[src/rtl/clock_divisor_if.sv]
// Wishbone classic bus bundle shared by the divisor fetch master and the divisor register file.
interface clock_divisor_if;
  logic [15:0] adr;
  logic [31:0] dat_wr;
  logic [31:0] dat_rd;
  logic        we;
  logic        cyc;
  logic        stb;
  logic        ack;

  modport master (
    output adr, dat_wr, we, cyc, stb,
    input  dat_rd, ack
  );

  modport slave (
    input  adr, dat_wr, we, cyc, stb,
    output dat_rd, ack
  );
endinterface

[src/rtl/clock_divisor.sv]
// Programmable clock divider that fetches its 32-bit divisor over Wishbone, plus the
// single-cycle-ack register file that holds the divisor half-words.
module clock_divisor #(
  parameter logic [15:0] ADDR_LO         = 16'h400A,
  parameter logic [15:0] ADDR_HI         = 16'h400B,
  parameter logic [31:0] DEFAULT_DIVISOR = 32'd4
) (
  input  logic               CLK_I,
  input  logic               RST_I,
  input  logic               sampling_clk,
  input  logic               divisor_update,
  clock_divisor_if.master    bus,
  output logic               clk_out
);

  localparam logic [1:0] IDLE    = 2'd0;
  localparam logic [1:0] READ_LO = 2'd1;
  localparam logic [1:0] GAP     = 2'd2;
  localparam logic [1:0] READ_HI = 2'd3;

  logic [1:0]  state_q, state_d;
  logic        pending_q, pending_d;
  logic        samp_q, upd_q;
  logic [15:0] low_q;
  logic [31:0] divisor_q;
  logic [31:0] count_q;
  logic [31:0] n_eff;
  logic        samp_rise, upd_rise, fetch_done;
  logic        unused_dat;

  assign samp_rise  = sampling_clk & ~samp_q;
  assign upd_rise   = divisor_update & ~upd_q;
  assign n_eff      = (divisor_q == 32'd0) ? 32'd1 : divisor_q;
  assign unused_dat = ^bus.dat_rd[31:16];

  always_comb begin
    state_d    = state_q;
    pending_d  = pending_q;
    fetch_done = 1'b0;
    unique case (state_q)
      IDLE: begin
        if (upd_rise || pending_q) begin
          state_d   = READ_LO;
          pending_d = 1'b0;
        end
      end
      READ_LO: begin
        if (upd_rise) pending_d = 1'b1;
        if (bus.ack)  state_d = GAP;
      end
      GAP: begin
        if (upd_rise) pending_d = 1'b1;
        state_d = READ_HI;
      end
      READ_HI: begin
        if (upd_rise) pending_d = 1'b1;
        if (bus.ack) begin
          state_d    = IDLE;
          fetch_done = 1'b1;
        end
      end
      default: state_d = IDLE;
    endcase
  end

  always_ff @(posedge CLK_I or negedge RST_I) begin
    if (!RST_I) begin
      state_q   <= IDLE;
      pending_q <= 1'b0;
      samp_q    <= 1'b0;
      upd_q     <= 1'b0;
      low_q     <= 16'd0;
      divisor_q <= DEFAULT_DIVISOR;
    end else begin
      state_q   <= state_d;
      pending_q <= pending_d;
      samp_q    <= sampling_clk;
      upd_q     <= divisor_update;
      if (state_q == READ_LO && bus.ack) low_q <= bus.dat_rd[15:0];
      if (fetch_done) divisor_q <= {bus.dat_rd[15:0], low_q};
    end
  end

  // Phase reset beats a pending wrap; a completed fetch restarts the count without toggling.
  always_ff @(posedge CLK_I or negedge RST_I) begin
    if (!RST_I) begin
      count_q <= 32'd0;
      clk_out <= 1'b0;
    end else if (samp_rise) begin
      count_q <= 32'd0;
      clk_out <= 1'b1;
    end else if (fetch_done) begin
      count_q <= 32'd0;
    end else if (count_q == n_eff - 32'd1) begin
      count_q <= 32'd0;
      clk_out <= ~clk_out;
    end else begin
      count_q <= count_q + 32'd1;
    end
  end

  assign bus.cyc    = (state_q != IDLE);
  assign bus.stb    = (state_q == READ_LO) || (state_q == READ_HI);
  assign bus.we     = 1'b0;
  assign bus.dat_wr = 32'd0;
  assign bus.adr    = (state_q == READ_LO) ? ADDR_LO :
                      (state_q == READ_HI) ? ADDR_HI : 16'd0;

endmodule


[src/flat_wrapper.sv]
// flat-port wrapper written by rule: the top's interface ports become plain ports
module clock_divisor_flat 
#(
  parameter logic [15:0] ADDR_LO         = 16'h400A,
  parameter logic [15:0] ADDR_HI         = 16'h400B,
  parameter logic [31:0] DEFAULT_DIVISOR = 32'd4
)
  (CLK_I, RST_I, sampling_clk, divisor_update, clk_out, bus_adr, bus_dat_wr, bus_we, bus_cyc, bus_stb, bus_dat_rd, bus_ack);
  clock_divisor_if bus_i ();
  input  logic CLK_I;
  input  logic RST_I;
  input  logic sampling_clk;
  input  logic divisor_update;
  output logic clk_out;
  output wire logic [$bits(bus_i.adr)-1:0] bus_adr;
  output wire logic [$bits(bus_i.dat_wr)-1:0] bus_dat_wr;
  output wire logic [$bits(bus_i.we)-1:0] bus_we;
  output wire logic [$bits(bus_i.cyc)-1:0] bus_cyc;
  output wire logic [$bits(bus_i.stb)-1:0] bus_stb;
  input wire logic [$bits(bus_i.dat_rd)-1:0] bus_dat_rd;
  input wire logic [$bits(bus_i.ack)-1:0] bus_ack;
  assign bus_adr = bus_i.adr;
  assign bus_dat_wr = bus_i.dat_wr;
  assign bus_we = bus_i.we;
  assign bus_cyc = bus_i.cyc;
  assign bus_stb = bus_i.stb;
  assign bus_i.dat_rd = bus_dat_rd;
  assign bus_i.ack = bus_ack;
  clock_divisor #(.ADDR_LO(ADDR_LO), .ADDR_HI(ADDR_HI), .DEFAULT_DIVISOR(DEFAULT_DIVISOR)) u_core (.CLK_I(CLK_I), .RST_I(RST_I), .sampling_clk(sampling_clk), .divisor_update(divisor_update), .bus(bus_i), .clk_out(clk_out));
endmodule
[config.mk]
export PLATFORM = sky130hd
export DESIGN_NAME = clock_divisor_flat
export DESIGN_NICKNAME = d
export VERILOG_FILES = /design/src/rtl/clock_divisor_if.sv /design/src/rtl/clock_divisor.sv /design/src/flat_wrapper.sv
export SDC_FILE = /design/constraint.sdc
export NUM_CORES = 1
export LEC_CHECK = 0
export CORE_MARGIN = 2
export CORE_UTILIZATION = 54
export DETAILED_ROUTE_END_ITERATION = 8
export PLACE_DENSITY = 0.81
export SYNTH_ARGS = -nofsm -noshare
export SYNTH_HDL_FRONTEND = slang
export SYNTH_SLANG_ARGS = --single-unit
[constraint.sdc]
create_clock -name CLK_I -period 4.2 [get_ports CLK_I]
set_input_delay 1.05 -clock CLK_I [delete_from_list [all_inputs] [get_ports CLK_I]]
set_output_delay 1.05 -clock CLK_I [all_outputs]
set_load 0.01 [all_outputs]
==> results_tabular.tex <==
\begin{tabular}{lr}
\hline
Metric & Value \\
\hline
\multicolumn{2}{l}{\textbf{Outcome}} \\
\quad Result of the run & complete, no violations \\
\multicolumn{2}{l}{\textbf{Cells and area}} \\
\quad Final Non-Filler Cells & approximately 720 \\
\quad Synth-to-Final Area Change & 9.684\% \\
\quad \# nets final & 627 \\
\quad Leading cell type in the layout, fill and taps excluded & dfrtp\_1 \\
\quad Number of antenna repair diodes & 0 \\
\quad Commonest cells after routing, fill and taps aside & 85 x dfrtp\_1, 53 x mux2\_2, 50 x nor2\_1 \\
\quad Share of final-layout standard cells stronger than drive strength 1 & around a fifth \\
\multicolumn{2}{l}{\textbf{Clocking}} \\
\quad TritonCTS clock tree & done \\
\quad CTS H-tree depth & 3 \\
\quad CTS Root Buffer Type & clkbuf\_8 \\
\quad Gates resized, CTS repair & 0 \\
\quad Post-CTS setup repair buffer count & 0 \\
\quad CTS Hold Buffers Added & 0 \\
\quad Clock buffer depth & 2 \\
\quad Clock Latency Late Sink & 0.35 ns \\
\quad TritonCTS Buffers & 9 \\
\quad Clock slew at the register clock pins of the worst setup and hold paths & $\sim$0.09 ns \\
\quad \# clock sinks & 86 \\
\multicolumn{2}{l}{\textbf{Yosys}} \\
\quad Post-Syn Instances & 544 \\
\quad Share of the synthesized area in compound gates (AO/OA/AOI/OAI) & $\sim$6.8\% \\
\quad Netlist area before placement & between 5000 and 6000 um\^{}2 \\
\quad Fraction of the mapped netlist area in adder cells & around 1.6\% \\
\quad Proportion of synthesized chip area in sequential cells & a little under 40\% \\
\quad XOR/XNOR share of the synthesized area & about 11\% \\
\quad Number of distinct library cells after synthesis & 63 \\
\quad Mux contribution to synthesized area & between 10\% and 20\% \\
\quad Dominant combinational cell family by area after synthesis & simple AND/OR/NAND/NOR gates \\
\quad Flops \& latches, synth & 86 \\
\quad Fraction of registers with async set/reset & between 90\% and 100\% \\
\quad Fraction of the mapped netlist area in simple logic gates & between 10\% and 20\% \\
\quad Count of flip-flops with a built-in enable after synthesis & 0 \\
\quad Avg Inst Size Synth & 10.05 um\^{}2 \\
\quad Synthesis Warnings & 0 \\
\quad Flip-flop cell with the highest count after synthesis & dfrtp\_1 \\
\multicolumn{2}{l}{\textbf{Power}} \\
\quad Fraction of power consumed by the clock network & between 10\% and 20\% \\
\quad Worst IR drop on VDD & 385.7 uV \\
\quad Net Sw Power & around 1.5 mW \\
\quad Sw Share & approximately 40\% \\
\quad Internal power consumption & 2.216 mW \\
\quad Proportion of power drawn by combinational gates & 44.7\% \\
\quad Total power density per cell area & between 600 and 700 nW/um\^{}2 \\
\quad Proportion of power drawn by flip-flops and latches & $\sim$39\% \\
\quad Total design power & approximately 3.7 mW \\
\quad Leakage power & $\sim$2.5 nW \\
\multicolumn{2}{l}{\textbf{STA}} \\
\quad Unrepaired setup endpoints after global routing & false \\
\quad Final number of hold-violating endpoints & 0 \\
\quad Final worst path period need & 3.864 ns \\
\quad Final Setup Violations & 0 \\
\quad Timing-limited maximum frequency & $\sim$260 MHz \\
\quad Headroom to the max-slew limit & approximately 30\% \\
\quad Transition at the pin with the smallest max-transition slack & roughly 1.1 ns \\
\quad Portion of the clock cycle consumed by the worst path in the final layout & 91.99\% \\
\quad Worst clock skew & around 0.015 ns \\
\quad Aggregate negative setup slack & 0 ns \\
\quad Total count of max-transition violations in the final report & 0 \\
\multicolumn{2}{l}{\textbf{Global routing}} \\
\quad First-pass GRT wire length & $\sim$20 mm \\
\quad Pin count of the biggest net entering global routing & between 80 and 90 \\
\quad GRT Overall Usage & 23.54\% \\
\quad Antenna violations before repair & 0 \\
\quad Overflow left after global routing & 0 \\
\quad Via count of the first global-routing pass & 3946 \\
\multicolumn{2}{l}{\textbf{Min path}} \\
\quad Type of the tightest min-delay check & reg2reg \\
\multicolumn{2}{l}{\textbf{Routing}} \\
\quad Final ANT Viol Nets & 0 \\
\quad Total via count in the routed design & 4029 \\
\quad Average wire per cell in the routed design & approximately 17 um \\
\quad Post-route DRC violation count & 0 \\
\quad DRC marker count from the first detailed-route iteration & just over 300 \\
\quad Number of detailed-routing iterations run before antenna repair & 4 \\
\quad Per-cell via count in the routed design & 5.588 \\
\quad Routed Wire Length & 12.48 mm \\
\multicolumn{2}{l}{\textbf{Setup path}} \\
\quad Worst Path Required & 4.46 ns \\
\quad Worst Path Arrival & about 4.1 ns \\
\quad Startpoint types & flop \\
\quad Sequence of cells on the critical path & nor4\_2, nand4\_2, nor3\_1, nor2\_1, ha\_1, nor4b\_2, buf\_4, o311a\_1, o22ai\_1, o2111ai\_1, nor4\_1, nand2\_1, nor4\_1, buf\_4, mux2i\_1 \\
\quad Kind of end point of the critical path & flop \\
\quad Worst path top cell family by delay & simple AND/OR/NAND/NOR gates \\
\quad Class of the most critical setup path & reg2reg \\
\quad Maximum cell stage delay along the critical path & about 0.56 ns \\
\quad Crit-path max FO & 6 \\
\quad Count of buffer and inverter cells on the critical path & 2 \\
\quad Slowest cell on crit path & nor4\_2 \\
\multicolumn{2}{l}{\textbf{Die}} \\
\quad Initial core utilization & between 50\% and 60\% \\
\quad Number of I/O pins & 89 \\
\quad X dimension of the die & approximately 100 um \\
\quad Total Die Area & 10940 um\^{}2 \\
\quad Core Box Area & 9819 um\^{}2 \\
\quad Num rows & 36 \\
\quad Vert. Die Dim & between 100 and 150 um \\
\multicolumn{2}{l}{\textbf{Place}} \\
\quad Count of input and output buffers & 27 \\
\quad Gp weighted congestion & around 0.95 \\
\quad Number of cells after detailed placement & 705 \\
\quad Final HPWL from detailed placement & approximately 9.5 mm \\
\multicolumn{2}{l}{\textbf{Job}} \\
\quad Max-cap check violation count & 0 \\
\hline
\end{tabular}
[state kept, by name, summed over array words and instances (netlist names)]
name and count:
u_core.divisor_q 32, u_core.count_q 32, u_core.state_q 2, u_core.low_q 16
u_core.pending_q 1, u_core.upd_q 1, u_core.samp_q 1, u_core.clk_out 1
[worst paths after layout]
path	endpoint	cells after the start	start	slack, ns
max	u_core.clk_out$_DFFE_PN0P_	15	u_core.divisor_q[13]$_DFFE_PN0P_	0.34
min	u_core.pending_q$_DFFE_PN0P_	2	u_core.pending_q$_DFFE_PN0P_	0.50
max reg2reg	u_core.clk_out$_DFFE_PN0P_	15	u_core.divisor_q[13]$_DFFE_PN0P_	0.34
min reg2reg	u_core.pending_q$_DFFE_PN0P_	2	u_core.pending_q$_DFFE_PN0P_	0.50
max in group asynchronous	u_core.clk_out$_DFFE_PN0P_	1	RST_I	2.63
min in group asynchronous	u_core.low_q[13]$_DFFE_PN0P_	1	RST_I	0.88
[layout make-up]
class,instances,area [um^2]
flip-flops and latches,86,2153
clock inverters,6,68.82
well taps,133,166.4
clock buffers,10,137.6
inverters,16,60.06
multi-input cells,418,2940
repair buffers,52,467.9
fillers,845,3825
[cells in the mapped netlist (4+ instances only)]
| library cell | number | area [um^2] |
|---|---|---|
| o21ai_0 | 5 | 25.02 |
| nor2_2 | 10 | 62.56 |
| o31ai_1 | 4 | 30.03 |
| nor2_1 | 50 | 187.7 |
| nor4_1 | 11 | 68.82 |
| xnor2_1 | 38 | 332.8 |
| or4_1 | 5 | 37.54 |
| nand4b_1 | 4 | 35.03 |
| a21oi_1 | 10 | 50.05 |
| dfrtp_1 | 85 | 2127 |
| inv_1 | 16 | 60.06 |
| nand3_1 | 15 | 75.07 |
| nand3b_1 | 4 | 30.03 |
| buf_4 | 49 | 367.9 |
| nor3_1 | 19 | 95.09 |
| and3_1 | 5 | 31.28 |
| nand2_1 | 27 | 101.4 |
| and4_1 | 4 | 35.03 |
| nand4_1 | 11 | 68.82 |
| mux2_2 | 53 | 596.8 |
| ha_1 | 7 | 87.58 |
| a211oi_1 | 4 | 30.03 |
| nand2b_1 | 9 | 56.30 |
| clkbuf_1 | 9 | 33.78 |
| xor2_1 | 30 | 262.8 |
[metrics by stage]
| step | instance area, um^2 | utilization, % | hold WS, ns | worst slack (ns) |
|---|---|---|---|---|
| final | 5995 | 61.05 | 0.4983 | 0.3365 |
| after global routing | 5995 | 61.05 | 0.5261 | 0.09975 |
| after CTS | 5995 | 61.05 | 0.5053 | 0.3868 |
| after detailed placement | 5788 | 58.95 | 0.4831 | 0.4432 |
| after global placement | 5788 | 58.95 | 0.4672 | 0.4757 |
| after floorplan | 5630 | - | 0.4494 | 0.7352 |
[logic make-up (layout without fill, tap and decap cells)]
family | after synthesis | after routing
buffers and inverters | 84 | 84
flip-flops | 86 | 86
other | 1 | 45
AO/OA/AOI/OAI | 48 | 48
XOR/XNOR | 68 | 68
adder cells (fa/ha/maj) | 7 | 7
multiplexers | 56 | 56
AND/OR/NAND/NOR | 194 | 194
[layer usage]
metal  wire length (um)  vias up  track usage, %  share of wire [%]
met2               6234      141           40.10                 50
met1               5418     1985           31.49                 43
met4                220        0           6.762                1.8
met5                  0        -               0                  0
li1                   -     1889               -                  -
met3                606       14           3.182                4.9
[power by group through the flow]
| stage | registers, mW | clock network, mW | logic (mW) |
|---|---|---|---|
| floorplan | 1.33 | 0 | 1.25 |
| finish | 1.45 | 0.600 | 1.66 |
| global route | 1.49 | 0.654 | 1.80 |
| CTS | 1.45 | 0.620 | 1.65 |
| detailed placement | 1.46 | 0 | 1.64 |
| global placement | 1.44 | 0 | 1.59 |
[worst reg2reg max path: stages (launching register included)]
cell       delay [ns]
dfrtp_1          0.39
nor4_2           0.56
nand4_2          0.19
nor3_1           0.23
nor2_1           0.08
ha_1             0.25
nor4b_2          0.19
buf_4            0.18
o311a_1          0.11
o22ai_1          0.27
o2111ai_1        0.17
nor4_1           0.26
nand2_1          0.09
nor4_1           0.41
buf_4            0.20
mux2i_1          0.19
No activity file was read; power rests on OpenSTA's default activity.
